**config.mk**
```make
export PLATFORM = sky130hd
export DESIGN_NAME = afifo_wr_framer
export DESIGN_NICKNAME = d
export VERILOG_FILES = /design/src/rtl/afifo_pkg.sv /design/src/rtl/afifo_out_reg.sv /design/src/rtl/afifo_wr_framer.sv
export SDC_FILE = /design/constraint.sdc
export NUM_CORES = 1
export LEC_CHECK = 0
export BUFFER_PORTS_ARGS = -buffer_cell sky130_fd_sc_hd__buf_2
export CORE_MARGIN = 1.5
export CORE_UTILIZATION = 54
export DETAILED_ROUTE_END_ITERATION = 6
export PLACE_DENSITY_LB_ADDON = 0.08
export SLEW_MARGIN = 20
export SYNTH_ARGS = -nofsm -noshare
export SYNTH_HDL_FRONTEND = slang
export SYNTH_SLANG_ARGS = --single-unit
```
**constraint.sdc**
```tcl
create_clock -name wclk -period 2.22 [get_ports wclk]
set_input_delay 0.111 -clock wclk [delete_from_list [all_inputs] [get_ports wclk]]
set_output_delay 0.111 -clock wclk [all_outputs]
set_load 0.01 [all_outputs]
```
**src/rtl/afifo_pkg.sv**
```systemverilog
// rtl/afifo_pkg.sv - shared constants and state encoding for the async-FIFO write framer
// Contents: FIFO data width, default header tag, framer FSM state encoding.

package afifo_pkg;

    localparam int         FIFO_DW     = 8;
    localparam logic [3:0] HDR_TAG_DEF = 4'hA;

    localparam logic [1:0] ST_IDLE_ENC    = 2'd0;
    localparam logic [1:0] ST_PAYLOAD_ENC = 2'd1;
    localparam logic [1:0] ST_CSUM_ENC    = 2'd2;
    localparam logic [1:0] ST_DROP_ENC    = 2'd3;

    typedef enum logic [1:0] {
        IDLE    = ST_IDLE_ENC,
        PAYLOAD = ST_PAYLOAD_ENC,
        CSUM    = ST_CSUM_ENC,
        DROP    = ST_DROP_ENC
    } state_t;

endpackage

```
**src/rtl/afifo_out_reg.sv**
```systemverilog
// rtl/afifo_out_reg.sv - one-entry output holding register driving the FIFO write port
// Ports: wclk, rstn (async, active-low); i_load/i_data/i_tag load request;
//        fifo_full from FIFO; o_free (may load this cycle), o_valid, o_data, o_tag,
//        o_wr_en (full-gated write strobe).

module afifo_out_reg
    import afifo_pkg::*;
(
    input  logic               wclk,
    input  logic               rstn,
    input  logic               i_load,
    input  logic [FIFO_DW-1:0] i_data,
    input  logic               i_tag,
    input  logic               fifo_full,
    output logic               o_free,
    output logic               o_valid,
    output logic [FIFO_DW-1:0] o_data,
    output logic               o_tag,
    output logic               o_wr_en
);

    logic               r_valid;
    logic [FIFO_DW-1:0] r_data;
    logic               r_tag;

    // The entry is free when empty or when its byte drains this cycle.
    assign o_free  = !r_valid || !fifo_full;
    assign o_wr_en = r_valid && !fifo_full;
    assign o_valid = r_valid;
    assign o_data  = r_data;
    assign o_tag   = r_tag;

    always_ff @(posedge wclk or negedge rstn) begin
        if (!rstn) begin
            r_valid <= 1'b0;
            r_data  <= '0;
            r_tag   <= 1'b0;
        end else if (i_load && o_free) begin
            r_valid <= 1'b1;
            r_data  <= i_data;
            r_tag   <= i_tag;
        end else if (o_wr_en) begin
            r_valid <= 1'b0;
        end
    end

endmodule

```
**src/rtl/afifo_wr_framer.sv**
```systemverilog
// rtl/afifo_wr_framer.sv - frames a byte stream as header/payload/checksum into an async FIFO
// Ports: wclk, rstn (async, active-low); s_valid/s_ready/s_data/s_last upstream bytes;
//        fifo_full, fifo_wr_en, fifo_wdata FIFO write port; pkt_cnt completed frames;
//        busy; trunc_err (only with PKT_MAXLEN_EN).
// Build option: PKT_MAXLEN_EN caps payload at MAX_LEN bytes and drops the remainder.

module afifo_wr_framer
    import afifo_pkg::*;
#(
    parameter logic [3:0] HDR_TAG = HDR_TAG_DEF
`ifdef PKT_MAXLEN_EN
    ,
    parameter int         MAX_LEN = 16
`endif
) (
    input  logic               wclk,
    input  logic               rstn,
    input  logic               s_valid,
    output logic               s_ready,
    input  logic [FIFO_DW-1:0] s_data,
    input  logic               s_last,
    input  logic               fifo_full,
    output logic               fifo_wr_en,
    output logic [FIFO_DW-1:0] fifo_wdata,
    output logic [15:0]        pkt_cnt,
    output logic               busy
`ifdef PKT_MAXLEN_EN
    ,
    output logic               trunc_err
`endif
);

    state_t             r_state, w_state_nxt;
    logic [3:0]         r_seq;
    logic [FIFO_DW-1:0] r_csum, w_csum_nxt;
    logic [15:0]        r_pkt_cnt;
    logic               w_load, w_tag, w_seq_inc;
    logic [FIFO_DW-1:0] w_ld_data, w_hdr;
    logic               w_ob_free, w_ob_valid, w_ob_tag;

`ifdef PKT_MAXLEN_EN
    localparam logic [7:0] LEN_LAST = 8'(MAX_LEN - 1);
    logic [7:0] r_len, w_len_nxt;
    logic       r_drop, w_drop_nxt;
    logic       r_trunc_err, w_trunc;
`endif

    assign w_hdr = {HDR_TAG, r_seq};

    afifo_out_reg u_out_reg (
        .wclk      (wclk),
        .rstn      (rstn),
        .i_load    (w_load),
        .i_data    (w_ld_data),
        .i_tag     (w_tag),
        .fifo_full (fifo_full),
        .o_free    (w_ob_free),
        .o_valid   (w_ob_valid),
        .o_data    (fifo_wdata),
        .o_tag     (w_ob_tag),
        .o_wr_en   (fifo_wr_en)
    );

    always_comb begin
        w_state_nxt = r_state;
        w_csum_nxt  = r_csum;
        w_load      = 1'b0;
        w_ld_data   = w_hdr;
        w_tag       = 1'b0;
        w_seq_inc   = 1'b0;
        s_ready     = 1'b0;
`ifdef PKT_MAXLEN_EN
        w_len_nxt   = r_len;
        w_drop_nxt  = r_drop;
        w_trunc     = 1'b0;
`endif
        case (r_state)
            IDLE: begin
                // Header goes out as soon as a packet shows up; its first
                // payload byte is taken on a later cycle.
                if (s_valid && w_ob_free) begin
                    w_load      = 1'b1;
                    w_ld_data   = w_hdr;
                    w_csum_nxt  = w_hdr;
                    w_state_nxt = PAYLOAD;
`ifdef PKT_MAXLEN_EN
                    w_len_nxt   = 8'd0;
`endif
                end
            end
            PAYLOAD: begin
                s_ready = w_ob_free;
                if (s_valid && w_ob_free) begin
                    w_load     = 1'b1;
                    w_ld_data  = s_data;
                    w_csum_nxt = r_csum ^ s_data;
`ifdef PKT_MAXLEN_EN
                    w_len_nxt  = r_len + 8'd1;
                    if (s_last) begin
                        w_state_nxt = CSUM;
                    end else if (r_len == LEN_LAST) begin
                        w_state_nxt = CSUM;
                        w_drop_nxt  = 1'b1;
                        w_trunc     = 1'b1;
                    end
`else
                    if (s_last) begin
                        w_state_nxt = CSUM;
                    end
`endif
                end
            end
            CSUM: begin
                if (w_ob_free) begin
                    w_load      = 1'b1;
                    w_ld_data   = r_csum;
                    w_tag       = 1'b1;
                    w_seq_inc   = 1'b1;
                    w_state_nxt = IDLE;
`ifdef PKT_MAXLEN_EN
                    if (r_drop) begin
                        w_state_nxt = DROP;
                    end
                    w_drop_nxt = 1'b0;
`endif
                end
            end
`ifdef PKT_MAXLEN_EN
            DROP: begin
                // Swallow the rest of a truncated packet without touching the FIFO.
                s_ready = 1'b1;
                if (s_valid && s_last) begin
                    w_state_nxt = IDLE;
                end
            end
`endif
            default: begin
                w_state_nxt = IDLE;
            end
        endcase
    end

    always_ff @(posedge wclk or negedge rstn) begin
        if (!rstn) begin
            r_state   <= IDLE;
            r_csum    <= '0;
            r_seq     <= 4'd0;
            r_pkt_cnt <= 16'd0;
        end else begin
            r_state <= w_state_nxt;
            r_csum  <= w_csum_nxt;
            if (w_seq_inc) begin
                r_seq <= r_seq + 4'd1;
            end
            // A frame is complete when its tagged checksum byte is written.
            if (fifo_wr_en && w_ob_tag) begin
                r_pkt_cnt <= r_pkt_cnt + 16'd1;
            end
        end
    end

`ifdef PKT_MAXLEN_EN
    always_ff @(posedge wclk or negedge rstn) begin
        if (!rstn) begin
            r_len       <= 8'd0;
            r_drop      <= 1'b0;
            r_trunc_err <= 1'b0;
        end else begin
            r_len       <= w_len_nxt;
            r_drop      <= w_drop_nxt;
            r_trunc_err <= w_trunc;
        end
    end

    assign trunc_err = r_trunc_err;
`endif

    assign pkt_cnt = r_pkt_cnt;
    assign busy    = (r_state != IDLE) || w_ob_valid;

endmodule

```
# ---- Word level (Yosys, flattened, before mapping)
# Cells that the tools add are included.
dict set report op_classes {
  add_sub_neg 2
  n_eq_ne 6
  n_mux 18
  bitwise 1
  n_reduce_logical 15
}
# op count
set op_table {}
lappend op_table {{8-bit two-way mux} 4}
lappend op_table {{8-bit one-hot mux with 2 select lines} 2}
lappend op_table {{16-bit by 1-bit adder with 16-bit output (second input constant)} 1}
lappend op_table {{2-bit two-way mux} 4}
lappend op_table {{8-bit bitwise XOR} 1}
lappend op_table {{1-bit two-way mux} 6}
lappend op_table {{2-bit inequality test (second input constant)} 3}
lappend op_table {{2-bit one-hot mux with 3 select lines} 1}
lappend op_table {{2-bit nonzero test} 3}
lappend op_table {{4-bit by 1-bit adder with 4-bit output (second input constant)} 1}
lappend op_table {{1-bit logical AND} 4}
lappend op_table {{4-bit AND reduction} 1}
lappend op_table {{3-bit AND reduction} 1}
lappend op_table {{2-bit by 1-bit equality test with 1-bit output (second input constant)} 1}
lappend op_table {{2-bit equality test (second input constant)} 1}
lappend op_table {{1-bit logical NOT} 2}
lappend op_table {{2-bit logical NOT} 1}
lappend op_table {{1-bit logical OR} 2}
lappend op_table {{2-bit by 1-bit inequality test with 1-bit output (second input constant)} 1}
lappend op_table {{1-bit one-hot mux with 2 select lines} 1}
lappend op_table {{2-bit OR reduction} 1}
dict set report word_totals {
  reg_bits 40
  input_bits 13
  out_inout_bits 27
}

# ---- Longest topological paths before layout
dict set report depth {
  ltp_word 7
  ltp_mapped 7
  mapped_depth_nobuf 6
}

# ---- By module
# Synthesis repeated with hierarchy kept, for this count alone.
dict set report unflattened {
  hier_cells 192
  area_unflattened_um2 2072.0
}
# mod n_inst cells_per_inst area_each_um2 seq_area_each_um2
set modules_own_cells {}
lappend modules_own_cells {afifo_wr_framer 1 169 1682.9 750.7}
lappend modules_own_cells {afifo_out_reg 1 23 389.1 250.2}

# ---- Worst setup path before layout
# OpenSTA, ideal clock, no wires.
dict set report synth_timing {
  path_type {reg-to-reg}
  startpoint {register r_state[1]}
  endpoint {register r_state[0]}
  setup_ps 125
  t_arrival_ps 1413
  required_ps 2095
  slack_ps 682
  stages_incl_launch_ff 7
  synth_period_minus_slack_ps 1538
  cell_sequence {dfrtp_1 inv_1 ha_1 or2_1 o21ai_1 a2bb2oi_2 mux2_2}
}
dict set report synth_between {
  elab_chain_cells 3
  word_cells_on_any_way 9
}
# element line
set synth_rtl {}
lappend synth_rtl {{start, declared} afifo_wr_framer.sv:33} ;# state_t r_state, w_state_nxt;
lappend synth_rtl {{start signal, assigned} afifo_wr_framer.sv:150} ;# r_state <= w_state_nxt;
lappend synth_rtl {{2-bit equality test (tied with other cells)} afifo_wr_framer.sv:77} ;# case (r_state)
lappend synth_rtl {{2-bit by 1-bit inequality test with 1-bit output (no line) / 2-bit inequality test (equally long branches)} n/a}
lappend synth_rtl {{4-bit AND reduction (no line)} n/a}
# Parallel ways exist; a longest one is shown, timed or not.
# A chain may end at the register's enable or synchronous reset.

# ---- Worst setup path after layout
dict set report layout_timing {
  startpoint {register r_state[1]}
  endpoint {register r_csum[3]}
}
dict set report layout_between {
  elab_chain_cells 3
  word_cells_on_any_way 7
}
# element line
set layout_rtl {}
lappend layout_rtl {{2-bit by 1-bit equality test with 1-bit output / 2-bit logical NOT (equally long branches)} afifo_wr_framer.sv:77}
lappend layout_rtl {{2-bit inequality test (no line) / 2-bit nonzero test (equally long branches)} n/a}
lappend layout_rtl {{3-bit AND reduction (no line)} n/a}
lappend layout_rtl {{end signal, assigned} afifo_wr_framer.sv:151} ;# r_csum <= w_csum_nxt;
lappend layout_rtl {{end, declared} afifo_wr_framer.sv:35} ;# logic [FIFO_DW-1:0] r_csum, w_csum_nxt;
# Parallel ways exist; a longest one is shown, timed or not.

==> summary.md <==
| Metric | Value |
|---|---|
| Status | finished, final reports clean |
| Setup TNS | 0 ns |
| Worst Path Required | about 2.4 ns |
| Asr flop ratio synth | 100% |
| Clk_lat worst skew | 0.29 ns |
| CTS tree | built |
| Worst-Margin Slew | ~0.88 ns |
| Global route overflow | 0 |
| IO Pins | 40 |
| Slowest-stage cell, CP | dfrtp_1 |
| CTS Sinks | 40 |
| Clock skew | 0.00354 ns |
| Clock buffer depth | 2 |
| Top-count cell post-synth | dfrtp_1 |
| Netlist cell types | 46 |
| NetSw | around 1.2 mW |
| Arr. time, crit path | ~2 ns |
| Largest area contributor in the netlist | dfrtp_1 |
| Synth top area share | between 40% and 50% |
| Inserted Clock Buffers | 5 |
| Worst-path clk slew | ~0.08 ns |
| Final hold violation count | 0 |
| Tcrit/Tclk final | 81.2% |
| DRT Pass-1 Iters | 4 |
| Pin count of the biggest net entering global routing | just over 40 |
| Initial core utilization | 56.4% |
| Register share of total power | about two fifths |
| Final core occ | 65.9% |
| First-pass GRT wire length | 6840 um |
| Post-route DRC violation count | 0 |
| Area of the core | between 3000 and 4000 um2 |
| Layout cells sized above 1 | 27.5% |
| Setup bufs post-CTS | 0 |
| Worst setup margin | between 0.4 and 0.5 ns |
| Max Slew Vio Count | 0 |
| Crit Path Max Fanout | 13 |
| Antenna cells | 0 |
| Final non-filler cell total | 281 |
| RSZ-0062 raised after global routing | false |
| Via count | about 1600 |
| Final Cell Area | around 2400 um2 |
| Area delta synth->final | 16.8% |
| Power share of the combinational group | roughly two fifths |
| Syn_nets | 210 |
| Crit path kind | reg -> reg |
| Tot GR Track Use | about a fifth |
| Clock power share | 19.0% |
| YS warnings | 0 |
| Die area | approximately 4200 um2 |
| Post-synth EDFFs | 0 |
| Synthesis-stage register bit count | 40 |
| Internal Pwr Total | 1.89 mW |
| Synth Flop Type | dfrtp_1 |
| Net Sw Frac | around two fifths |
| Via-to-Cell Ratio | 5.60 |
| Pre-CTS WS | 0.438 ns |
| DP HPWL | a little under 3000 um |
| Max cap viols | 0 |
| DR iter-0 viols | 60 |
| Final critical-path required period | about 1.8 ns |
| # setup viols final | 0 |
| Startpoint Class | flip-flop |
| Slew HR | a little over 40% |
| Hold WC Path Type | in -> reg |
| Max VDD drop | approximately 0.89 mV |
| Number of H-tree levels | 2 |
| Seq/Total Area, Yosys | slightly below 50% |
| Vias in the first global route | between 1500 and 2000 |
| CP Capture Type | flip-flop |
| Final WL | approximately 4000 um |
| Syn Std Cell Area | 2060 um2 |
| CTS root buffer | clkbuf_8 |
| Commonest cells in the netlist | dfrtp_1 (40), nand2_1 (15), xnor2_1 (14) |
| Row count | 22 |
| Leak | approximately 1.2 nW |
| Wirelength per Cell | between 10 and 15 um |
| Pwr/cell area | 1280 nW/um2 |
| CP cell instances | inv_1 -> ha_1 -> o21a_2 -> and2_1 -> o22ai_1 -> a21oi_1 |
| Post-CTS Resized | 0 |
| Fin nets | approximately 250 |
| Routability congestion estimate | 0.813 |
| Mapped Cells | 190 |
| Fmax | approximately 0.55 GHz |
| Die Span Y | about 65 um |
| Die Wd | around 65 um |
| Initial antenna violation count | 0 |
| Synthesized area per cell | approximately 11 um2 |
| Top cells by area, synth | dfrtp_1 (48%), xnor2_1 (5.9%), ha_1 (4.2%) |
| PortBufs | 39 |
| Placed cell areas | about 2300 um2 |
| DRT antenna net count | 0 |
| CP peak stage delay | about 0.42 ns |
| Cell total after placement | ~270 |
[cell usage in the layout, fill, tap and decap left out, types with 2 or more instances in the layout]
master,Yosys,routed
a21oi_1,10,10
a221oi_1,2,2
a22o_1,3,3
a22oi_1,6,6
a2bb2oi_1,4,4
and2_1,3,3
buf_2,3,39
buf_4,2,2
clkbuf_8,0,5
dfrtp_1,40,40
ha_1,7,7
inv_1,4,4
mux2_2,3,3
mux2i_1,7,7
nand2_1,15,15
nand2b_1,3,3
nand3_1,13,13
nand4_1,4,4
nor2_1,10,10
o21a_2,2,2
o21ai_0,3,3
o22ai_1,4,4
o31ai_1,2,2
xnor2_1,14,14
xor2_1,4,4
[final cells by class]
cell class              count  area, um2
clock buffers               5       68.8
clock inverters             3       42.5
fillers                   288       1250
inverters                   4       15.0
multi-input cells         139       1000
flip-flops and latches     40       1000
well taps                  48       60.1
repair buffers             42        220
[layer usage]
| layer | vias up | GRT usage, % | part of all wire [%] |
|---|---|---|---|
| met4 | 0 | 7.71 | 0.74 |
| met5 | - | 0 | 0 |
| met2 | 45 | 35.7 | 49 |
| met3 | 6 | 5.90 | 4.9 |
| li1 | 767 | - | - |
| met1 | 755 | 26.4 | 45 |
[power groups by stage]
stage	Clock [mW]	Combinational (mW)	Sequential, mW
3_5_place_dp	0	1.30	1.22
3_3_place_gp	0	1.26	1.19
2_1_floorplan	0	0.969	1.19
4_1_cts	0.607	1.30	1.20
6_report	0.587	1.30	1.21
5_1_grt	0.642	1.44	1.23
[through the flow]
stage / total power [mW] / hold WS [ns]
CTS: 3.11 / 0.0757
global placement: 2.46 / 0.266
detailed placement: 2.51 / 0.285
global route: 3.31 / 0.0774
floorplan: 2.16 / -0.185
finish: 3.09 / 0.0848
[final timing paths]
path	from	to	slack (ns)	depth (start not counted)
worst max-delay path	r_state[1]	r_csum[3]	0.42	6
worst min-delay path	s_last	r_state[1]	0.08	2
worst max register to register	r_state[1]	r_csum[3]	0.42	6
worst min register to register	pkt_cnt[15]	pkt_cnt[15]	0.47	1
max in group asynchronous	rstn	u_out_reg.o_data[2]	1.20	2
min in group asynchronous	rstn	pkt_cnt[2]	0.47	2
[repair_timing]
| action | in CTS | in global routing |
|---|---|---|
| endpoints found under the hold margin | 40 | 0 |
| hold buffers | 1 | 0 |
| setup endpoints to repair | 0 | 0 |
[cells by family (layout without fill, tap and decap cells)]
| family | Yosys count | count (layout) | share of synthesized area, % |
|---|---|---|---|
| xor+xnor | 18 | 18 | 7.64 |
| simple gates | 60 | 60 | 16.0 |
| flops | 40 | 40 | 48.5 |
| fa+ha+maj | 7 | 7 | 4.24 |
| mux | 10 | 10 | 5.03 |
| buf+inv | 11 | 54 | 2.91 |
| compound gates | 44 | 44 | 15.7 |
[flip-flops by register name, indices dropped and copies added, names as in the netlist]
register,cells
pkt_cnt,16
r_csum,8
r_seq,4
r_state,2
u_out_reg.o_data,8
u_out_reg.o_tag,1
u_out_reg.o_valid,1
[worst max-delay path: cells and delay by family (launching register included)]
kind,cells,cell delay [ns]
buf+inv,1,0.12
simple gates,1,0.29
compound gates,3,0.60
fa+ha+maj,1,0.30
flops,1,0.42
Note: power is estimated with default switching activity, not from simulation.
